===== src/rtl/signed_divider_seq_pkg.sv =====
// Shared definitions for the sequential multiplier/divider family:
// FSM state encoding and iteration-counter sizing.
package signed_divider_seq_pkg;

  localparam int STATE_W = 2;
  // Wide enough to hold an iteration count of 64 (largest legal WIDTH).
  localparam int CNT_W   = 7;

  localparam logic [STATE_W-1:0] ENC_IDLE = 2'd0;
  localparam logic [STATE_W-1:0] ENC_ITER = 2'd1;
  localparam logic [STATE_W-1:0] ENC_FIX  = 2'd2;

  typedef enum logic [STATE_W-1:0] {
    IDLE = ENC_IDLE,
    ITER = ENC_ITER,
    FIX  = ENC_FIX
  } state_e;

endpackage


===== src/rtl/signed_divider_seq_div_restoring_step.sv =====
// One unsigned restoring radix-2 division step, purely combinational.
// The partial remainder is WIDTH+1 bits; the bit shifted out of its top is
// kept as an extra magnitude bit so the compare never loses information.
module div_restoring_step #(
  parameter int WIDTH = 32
) (
  input  logic [WIDTH:0]   rem_i,
  input  logic             dvd_bit_i,
  input  logic [WIDTH-1:0] dvs_i,
  output logic [WIDTH:0]   rem_o,
  output logic             q_bit_o
);

  logic [WIDTH:0]   shifted;
  logic             shifted_hi;
  logic [WIDTH+1:0] diff;

  // Shift in the next dividend bit, trial-subtract, keep the difference when it fits.
  always_comb begin
    shifted    = {rem_i[WIDTH-1:0], dvd_bit_i};
    shifted_hi = rem_i[WIDTH];
    diff       = {1'b0, shifted} - {2'b00, dvs_i};
    if (shifted_hi || !diff[WIDTH+1]) begin
      rem_o   = diff[WIDTH:0];
      q_bit_o = 1'b1;
    end else begin
      rem_o   = shifted;
      q_bit_o = 1'b0;
    end
  end

endmodule


===== src/rtl/signed_divider_seq.sv =====
// Sequential signed divider: magnitudes are divided with one restoring step
// per clock, then the quotient/remainder signs are fixed up.
// Quotient truncates toward zero; remainder takes the dividend's sign.
// Handshake: operands are taken on a rising edge where operands_valid and
// ready are both high; ready is high only in IDLE and nothing is queued.
// result_valid pulses for one cycle when quotient/remainder update.
module signed_divider_seq
  import signed_divider_seq_pkg::*;
#(
  parameter int WIDTH = 32
) (
  input  logic                    clk,
  input  logic                    reset,
  input  logic signed [WIDTH-1:0] A,
  input  logic signed [WIDTH-1:0] B,
  input  logic                    operands_valid,
  output logic                    ready,
  output logic signed [WIDTH-1:0] quotient,
  output logic signed [WIDTH-1:0] remainder,
  output logic                    result_valid,
  output logic                    div_by_zero,
  output state_e                  dbg_state_o
);

  state_e           state_q;
  logic [CNT_W-1:0] cnt_q;
  logic [WIDTH-1:0] dvd_q;      // |A|, shifted left as bits are consumed
  logic [WIDTH-1:0] dvs_q;      // |B|
  logic [WIDTH:0]   rem_q;      // partial remainder
  logic [WIDTH-1:0] quo_q;      // quotient bits, MSB first
  logic             sign_a_q;
  logic             sign_q_q;
  logic             dz_q;
  logic             fix_pub_q;  // second FIX cycle: publish results

  logic [WIDTH-1:0] a_u;
  logic [WIDTH-1:0] b_u;
  logic [WIDTH-1:0] a_mag;
  logic [WIDTH-1:0] b_mag;
  logic [WIDTH:0]   rem_d;
  logic             q_bit_d;
  logic [WIDTH-1:0] quo_fix;
  logic [WIDTH-1:0] rem_fix;

  // Operand magnitudes; the most-negative value maps to 2^(WIDTH-1) unsigned.
  always_comb begin
    a_u   = A;
    b_u   = B;
    a_mag = a_u[WIDTH-1] ? (~a_u + 1'b1) : a_u;
    b_mag = b_u[WIDTH-1] ? (~b_u + 1'b1) : b_u;
  end

  // Sign correction of the magnitude results, natural WIDTH-bit wrap.
  always_comb begin
    quo_fix = sign_q_q ? (~quo_q + 1'b1) : quo_q;
    rem_fix = sign_a_q ? (~rem_q[WIDTH-1:0] + 1'b1) : rem_q[WIDTH-1:0];
  end

  div_restoring_step #(
    .WIDTH (WIDTH)
  ) u_step (
    .rem_i     (rem_q),
    .dvd_bit_i (dvd_q[WIDTH-1]),
    .dvs_i     (dvs_q),
    .rem_o     (rem_d),
    .q_bit_o   (q_bit_d)
  );

  assign ready       = (state_q == IDLE);
  assign dbg_state_o = state_q;

  // Control FSM and datapath: accept, WIDTH restoring steps, two-cycle fix-up
  // (sign correction in place, then publish with the result_valid pulse).
  always_ff @(posedge clk or negedge reset) begin
    if (!reset) begin
      state_q      <= IDLE;
      cnt_q        <= '0;
      dvd_q        <= '0;
      dvs_q        <= '0;
      rem_q        <= '0;
      quo_q        <= '0;
      sign_a_q     <= 1'b0;
      sign_q_q     <= 1'b0;
      dz_q         <= 1'b0;
      fix_pub_q    <= 1'b0;
      quotient     <= '0;
      remainder    <= '0;
      result_valid <= 1'b0;
      div_by_zero  <= 1'b0;
    end else begin
      result_valid <= 1'b0;
      case (state_q)
        IDLE: begin
          if (operands_valid) begin
            dvd_q     <= a_mag;
            dvs_q     <= b_mag;
            sign_a_q  <= A[WIDTH-1];
            sign_q_q  <= A[WIDTH-1] ^ B[WIDTH-1];
            dz_q      <= (B == '0);
            rem_q     <= '0;
            quo_q     <= '0;
            cnt_q     <= CNT_W'(WIDTH);
            fix_pub_q <= 1'b0;
            state_q   <= ITER;
          end
        end
        ITER: begin
          rem_q <= rem_d;
          quo_q <= {quo_q[WIDTH-2:0], q_bit_d};
          dvd_q <= {dvd_q[WIDTH-2:0], 1'b0};
          cnt_q <= cnt_q - 1'b1;
          if (cnt_q == CNT_W'(1)) begin
            state_q <= FIX;
          end
        end
        FIX: begin
          if (!fix_pub_q) begin
            // A zero divisor yields all-ones quotient; remainder restores A.
            quo_q     <= dz_q ? '1 : quo_fix;
            rem_q     <= {1'b0, rem_fix};
            fix_pub_q <= 1'b1;
          end else begin
            quotient     <= quo_q;
            remainder    <= rem_q[WIDTH-1:0];
            div_by_zero  <= dz_q;
            result_valid <= 1'b1;
            fix_pub_q    <= 1'b0;
            state_q      <= IDLE;
          end
        end
        default: begin
          state_q <= IDLE;
        end
      endcase
    end
  end

endmodule


===== config.mk =====
export PLATFORM = sky130hd
export DESIGN_NAME = signed_divider_seq
export DESIGN_NICKNAME = d
export VERILOG_FILES = /design/src/rtl/signed_divider_seq_pkg.sv /design/src/rtl/signed_divider_seq_div_restoring_step.sv /design/src/rtl/signed_divider_seq.sv
export SDC_FILE = /design/constraint.sdc
export NUM_CORES = 1
export LEC_CHECK = 0
export ABC_CLOCK_PERIOD_IN_PS = 3250
export CAP_MARGIN = 20
export CORE_MARGIN = 10
export CORE_UTILIZATION = 59
export CTS_CLUSTER_SIZE = 28
export DETAILED_ROUTE_END_ITERATION = 10
export PLACE_DENSITY = 0.82
export SYNTH_ARGS = -nofsm -noshare
export SYNTH_HDL_FRONTEND = slang
export SYNTH_HIERARCHICAL = 1
export SYNTH_SLANG_ARGS = --single-unit

===== constraint.sdc =====
create_clock -name clk -period 3.25 [get_ports clk]
set_input_delay 0.65 -clock clk [delete_from_list [all_inputs] [get_ports clk]]
set_output_delay 0.65 -clock clk [all_outputs]
set_load 0.005 [all_outputs]

==> flow_metrics.py, run 1 <==
metrics = {
    "timing": {
        "rsz0062_at_grt": "yes",
        "finalSetupViolations": 0,
        "finClkSkew_ns": 0.02320,
        "fin_crit_sh": 0.9516,
        "fmax_ghz": 0.3233,
        "slew_violations": 0,
        "tightestPinTransition_ns": 0.8160,
        "period_needed_ns": 3.093,
        "hold_viol_final": 0,
        "slew_headroom": 0.4560,
        "tns_ns": 0,
    },
    "grt": {
        "grt_pass1_wl_um": 62290,
        "grt_max_degree": 82,
        "overflow": 0,
        "grt_pass1_vias": 12130,
        "antenna_found_initial": 0,
        "grt.total_usage": 0.2428,
    },
    "drt": {
        "drc": 0,
        "first_iter_violations": 1523,
        "dr.pass1.iters": 5,
        "viasPerCell": 6.282,
        "wl_per_cell_um": 18.70,
        "ant_nets": 0,
        "dr_total_vias": 12840,
        "wl_um": 38230,
    },
    "finish": {
        "n_antenna_cell": 0,
        "nets": 1829,
        "postLayoutCellArea_sq_um": 16410,
        "drive_gt1_frac": 0.1207,
        "fill_cells": 1790,
        "syn_to_final_growth_pct": 19.06,
        "postLayoutCoreUtil": 0.7202,
    },
    "pwr": {
        "seq_power_share": 0.267,
        "power_density_nw_per_um2": 995.0,
        "p_sw_mw": 7.277,
        "pwr-share-comb": 0.585,
        "power.leakage_nw": 7.187,
        "clock_power_share": 0.148,
        "cellInternalPower_mw": 9.048,
        "switching_share": 0.4458,
        "ir_worst_vdd_v": 0.0004934,
    },
    "synthesis": {
        "synth_cell_types": 85,
        "syn_nets": 1701,
        "yosysWarnings": 6,
        "synth_top_flop_cell": "dfrtp_1",
        "synthTopCellsByArea": "dfrtp_1, o21ai_0, mux2_2",
        "ys_seq_area_frac": 0.3777,
        "syn_avg_cell_area_sq_um": 8.661,
        "syn_area_sq_um": 13780,
        "ys_seq_elements": 208,
        "yosysTopAreaCellShare": 0.3777,
        "synth_edf_count": 0,
        "synth.largest_area_cell": "dfrtp_1",
        "synthesis.instances": 1591,
        "ys_async_sr_fraction": 1.000,
    },
    "cts": {
        "post_cts_buffers": 0,
        "tritoncts": "yes",
        "clock_sinks": 208,
        "cts.path.max_buffers": 3,
        "clkTransAtPathRegs_ns": 0.06,
        "root_buffer": "clkbuf_16",
        "cts_buffers": 22,
        "h-tree-depth": 1,
        "clk-insertion-delay-late_ns": 0.52,
    },
    "critical_path": {
        "worstPathCellList": "inv_1 -> ha_1 -> fa_1 -> nand2b_1 -> a21oi_2 -> o2111ai_2 -> nand3_1 -> a21oi_1 -> o31a_1 -> xnor2_1 -> mux2_4 -> nand2_1 -> nand3b_1 -> nor2_1 -> o2bb2ai_1",
        "r2r-end": "rem_q[30]",
        "critPathLaunchType": "flop",
        "cpPeakStageDelay_ns": 0.41,
        "critPathCaptureType": "flop",
        "path_buf_inv": 1,
        "r2r_cells": 15,
        "criticalPathCategory": "flop to flop",
        "crit_family": "compound AO/OA/AOI/OAI gates",
        "slowest_stage": "fa_1",
        "crit_required_ns": 3.64,
        "cp.depth": 15,
        "r2r_slack_ns": 0.16,
        "critPathMaxFanout": 4,
        "timing.rr.start": "dvd_q[31]",
        "crit_arrival_ns": 3.49,
    },
    "die": {
        "row_count": 55,
        "pin_count": 136,
        "die_area_sq_um": 29870,
        "core-area_sq_um": 22780,
        "initial_utilization": 0.6049,
        "fp.dieW_um": 172.8,
        "die_h_um": 172.8,
    },
    "place": {
        "dpl.hpwl_um": 28040,
        "dpl_cell_area_sq_um": 15680,
        "place.gp.congestion": 0.9298,
        "numPortBuffers": 135,
    },
    "job": {
        "maxCapViolCount": 0,
    },
    "outcome": {
        "status": "completed",
    },
    "min_path": {
        "min_path_type": "primary input to async pin",
    },
}
## kinds of logic after synthesis
family / share of synthesized area
muxes: 0.06483
xor gates and xnor gates: 0.06293
buffers and inverters: 0.04831
adders and majority gates: 0.03959
and+or+nand+nor: 0.1890
DFF: 0.3777
AOI/OAI and AO/OA: 0.2177
## worst max path at each step
stage / startpoint / end / slack (ns)
floorplan: rem_q[20] / rem_q[22] / 0.29
global placement: dvd_q[31] / rem_q[30] / 0.19
detailed placement: dvd_q[31] / rem_q[30] / 0.10
CTS: dvd_q[31] / rem_q[30] / 0.07
global route: dvs_q[4] / rem_q[27] / -0.02
finish: dvd_q[31] / rem_q[30] / 0.16
## cells in the final DEF (no fill, tap or decap), types with 6 or more instances in the layout
cell type        synthesis  routed
dfrtp_1                208     207
nand2_1                169     168
o21ai_0                164     164
clkdlybuf4s50_1          0     134
a21oi_1                106     104
nor2_1                  93      93
inv_1                   72      72
xor2_1                  66      66
mux2_2                  62      62
buf_4                    0      59
nor3_1                  52      51
nand3_1                 42      42
ha_1                    42      40
o31ai_1                 34      34
xnor2_1                 33      33
or3_1                   29      29
nor4_1                  23      23
clkbuf_16                0      22
or4_1                   19      19
and3_1                  19      19
o22ai_1                 19      19
o41ai_1                 17      16
nand4_1                 12      12
nand2b_1                12      12
o211ai_1                12      12
a21o_1                  12      12
or2_2                   11      11
a22oi_1                 10      10
o311ai_0                 9       9
mux2_4                   9       9
a31oi_1                  8       8
o2bb2ai_1                7       7
nor2b_1                  6       6
and2_1                   6       6
a311oi_1                 6       6
## power by group through the flow
stage	Sequential, mW	Clock, mW	Combinational (mW)
final	4.35	2.42	9.55
after CTS	4.33	2.45	9.33
after floorplan	4.19	0	6.44
after global routing	4.47	2.55	10.5
after global placement	4.31	0	9.04
after detailed placement	4.37	0	9.25
## sequential cells by signal, summed over array words and instances, names as in the netlist
signal        cells
result_valid      1
dz_q              1
quotient         32
cnt_q             7
fix_pub_q         1
remainder        32
quo_q            32
div_by_zero       1
dvd_q            32
dbg_state_o       2
sign_q_q          1
sign_a_q          1
dvs_q            32
rem_q            33
## through the flow
| step | setup WS [ns] | std cells | hold slack, ns | power [mW] |
|---|---|---|---|---|
| floorplan | 0.2905 | 1591 | 0.3544 | 10.63 |
| global placement | 0.1926 | 2008 | 0.4603 | 13.35 |
| detailed placement | 0.1019 | 2008 | 0.4683 | 13.62 |
| CTS | 0.07294 | 2044 | 0.2135 | 16.11 |
| global route | -0.01963 | 2044 | 0.2423 | 17.48 |
| finish | 0.1573 | 2044 | 0.1676 | 16.32 |
## metal layers
layer,vias to the layer above,track usage,wire length [um]
met5,-,0,0
met4,0,0.05138,500
met3,48,0.04422,3490
met2,596,0.3627,16570
met1,6122,0.3583,17670
li1,6074,-,-
## worst register-to-register path: stages, from the launching register on
cell	delay (ns)
dfrtp_1	0.37
inv_1	0.05
ha_1	0.21
fa_1	0.41
nand2b_1	0.20
a21oi_2	0.22
o2111ai_2	0.19
nand3_1	0.17
a21oi_1	0.10
o31a_1	0.32
xnor2_1	0.14
mux2_4	0.26
nand2_1	0.08
nand3b_1	0.08
nor2_1	0.11
o2bb2ai_1	0.07
## synthesized netlist by cell type, types with 7 or more instances
cell,number
a21o_1,12
a21oi_1,106
a22oi_1,10
a31oi_1,8
and3_1,19
buf_1,7
clkbuf_1,81
dfrtp_1,208
ha_1,42
inv_1,72
mux2_2,62
mux2_4,9
nand2_1,169
nand2b_1,12
nand3_1,42
nand4_1,12
nor2_1,93
nor3_1,52
nor4_1,23
o211ai_1,12
o21ai_0,164
o22ai_1,19
o2bb2ai_1,7
o311ai_0,9
o31ai_1,34
o41ai_1,17
or2_2,11
or3_1,29
or4_1,19
xnor2_1,33
xor2_1,66
## layout make-up
cell class                      instances  area [sq um]  area share
Tap cell                              313         391.6     0.02387
Clock buffer                           29         606.8     0.03699
Clock inverter                          7         73.82    0.004500
Timing Repair Buffer                  198          1878      0.1145
Sequential cell                       208          5206      0.3173
Inverter                               73         276.5     0.01685
Multi-Input combinational cell       1216          7973      0.4860
## repair_timing
item | in CTS | in global routing
endpoints found under the setup margin | 0 | 18
resized for setup | 0 | 9
hold buffers | 0 | 0
hold endpoints to repair | 0 | 0
Power figures use the tool's default switching activity.
==> run 2, diff against run 1 <==
GPL_ROUTABILITY_DRIVEN = 0   (was default)
==> flow_metrics.py, run 2 (synthesis results as in run 1) <==
metrics = {
    "pwr": {
        "seq_power_share": 0.263,
        "switching_share": 0.4441,
        "cellInternalPower_mw": 9.181,
        "ir_worst_vdd_v": 0.0005888,
        "power.leakage_nw": 7.201,
        "power_density_nw_per_um2": 1004,
        "pwr-share-comb": 0.576,
        "clock_power_share": 0.161,
        "p_sw_mw": 7.334,
    },
    "drt": {
        "wl_per_cell_um": 18.62,
        "viasPerCell": 6.310,
        "dr_total_vias": 12920,
        "first_iter_violations": 1514,
        "dr.pass1.iters": 8,
        "drc": 0,
        "wl_um": 38120,
        "ant_nets": 0,
    },
    "timing": {
        "slew_violations": 0,
        "fmax_ghz": 0.3192,
        "slew_headroom": 0.4235,
        "fin_crit_sh": 0.9641,
        "tns_ns": 0,
        "hold_viol_final": 0,
        "finClkSkew_ns": 0.02043,
        "period_needed_ns": 3.133,
        "hold_ws_ns": 0.1654,
        "finalSetupViolations": 0,
        "tightestPinTransition_ns": 0.8648,
    },
    "critical_path": {
        "r2r-end": "rem_q[30]",
        "timing.rr.start": "dvd_q[31]",
        "crit_arrival_ns": 3.53,
        "critPathLaunchType": "flop",
        "critPathCaptureType": "flop",
        "criticalPathCategory": "flop to flop",
        "crit_required_ns": 3.65,
        "r2r_cells": 15,
        "r2r_slack_ns": 0.12,
        "critPathMaxFanout": 4,
    },
    "grt": {
        "grt_pass1_vias": 12270,
        "grt_util_met2": 0.3646,
        "met1_usage": 0.3510,
        "grt_max_degree": 83,
        "grt.total_usage": 0.2429,
        "antenna_found_initial": 1,
        "grt_pass1_wl_um": 62780,
        "busiest_layer": "met2",
        "gr-usage-met3": 0.05097,
        "overflow": 0,
    },
    "cts": {
        "h-tree-depth": 1,
        "cts_buffers": 22,
        "tritoncts": "yes",
        "clock_sinks": 208,
        "clkTransAtPathRegs_ns": 0.06,
        "clk-insertion-delay-late_ns": 0.52,
        "cts.path.max_buffers": 3,
        "root_buffer": "clkbuf_16",
        "hold_buffers": 0,
    },
    "finish": {
        "layout_common_cells": "dfrtp_1, nand2_1, o21ai_0",
        "multi_input_area_sq_um": 7975,
        "fill_cells": 1754,
        "postLayoutCoreUtil": 0.7222,
        "nets": 1828,
        "top_register": "rem_q",
        "layout_commonest_cell": "dfrtp_1",
        "drive_gt1_frac": 0.1241,
        "syn_to_final_growth_pct": 19.38,
        "layout.area.seq_sq_um": 5206,
        "largest_reg_flops": 33,
    },
    "die": {
        "row_count": 55,
        "die_h_um": 172.8,
        "die_area_sq_um": 29870,
        "initial_utilization": 0.6049,
        "core-area_sq_um": 22780,
        "pin_count": 136,
        "fp.dieW_um": 172.8,
    },
    "place": {
        "numPortBuffers": 135,
        "dpl.hpwl_um": 27880,
    },
    "outcome": {
        "status": "completed",
    },
    "min_path": {
        "min_path_type": "primary input to async pin",
    },
    "job": {
        "maxCapViolCount": 0,
    },
}
-- run 2: metal layers --
metal	share of wire	vias to the layer above
li1	-	6086
met1	0.45	6115
met2	0.43	654
met3	0.10	62
met4	0.017	0
met5	0	-
-- run 2: worst max-delay path by stage --
stage                     end  slack, ns  cells past startpoint       from
CTS                 rem_q[30]       0.05                     15  dvd_q[31]
detailed placement  rem_q[30]       0.09                     15  dvd_q[31]
global placement    rem_q[30]       0.21                     15  dvd_q[31]
finish              rem_q[30]       0.12                     15  dvd_q[31]
global route        rem_q[27]      -0.02                     13   rem_q[3]
floorplan           rem_q[22]       0.29                     15  rem_q[20]
-- run 2: through the flow --
| step | total power, mW | setup WS, ns | instances | area (sq um) |
|---|---|---|---|---|
| 3_5_place_dp | 13.52 | 0.08501 | 2007 | 15640 |
| 3_3_place_gp | 13.19 | 0.2086 | 2007 | 15640 |
| 4_1_cts | 16.24 | 0.04731 | 2046 | 16400 |
| 6_report | 16.51 | 0.1168 | 2047 | 16450 |
| 2_1_floorplan | 10.63 | 0.2905 | 1591 | 13780 |
| 5_1_grt | 17.64 | -0.02161 | 2046 | 16450 |
-- run 2: what timing repair did --
| action | in CTS | in global routing |
|---|---|---|
| resized for setup | 0 | 14 |
| setup endpoints to repair | 0 | 14 |
| setup buffers | 0 | 0 |
-- run 2: worst max-delay path, cell delays in order (launching register included) --
cell and delay (ns):
dfrtp_1 0.37, inv_1 0.05, ha_1 0.22, fa_1 0.41
nand2b_1 0.19, a21oi_2 0.23, o2111ai_2 0.19, nand3_1 0.15
a21oi_1 0.10, o31a_1 0.33, xnor2_1 0.16, mux2_4 0.27
nand2_1 0.07, nand3b_1 0.08, nor2_1 0.11, o2bb2ai_1 0.07
-- run 2: area by class of cell --
type                            count  share of cell area
Timing Repair Buffer              197              0.1114
Tap cell                          313             0.02381
Antenna cell                        1           0.0001521
Sequential cell                   208              0.3165
Inverter                           73             0.01696
Clock inverter                     10            0.008823
Clock buffer                       29             0.03750
Multi-Input combinational cell   1216              0.4848
-- run 2: power by group through the flow --
stage	clock network (mW)	logic, mW	registers, mW
4_1_cts	2.68	9.24	4.32
3_3_place_gp	0	8.90	4.29
3_5_place_dp	0	9.16	4.36
2_1_floorplan	0	6.44	4.19
5_1_grt	2.79	10.4	4.47
6_report	2.66	9.52	4.34
==> run 3, diff against run 2 <==
SKIP_LAST_GASP = 1   (was default)
==> results of run 3 <==
Final layout, timing and power as in run 2 (identical DEF).
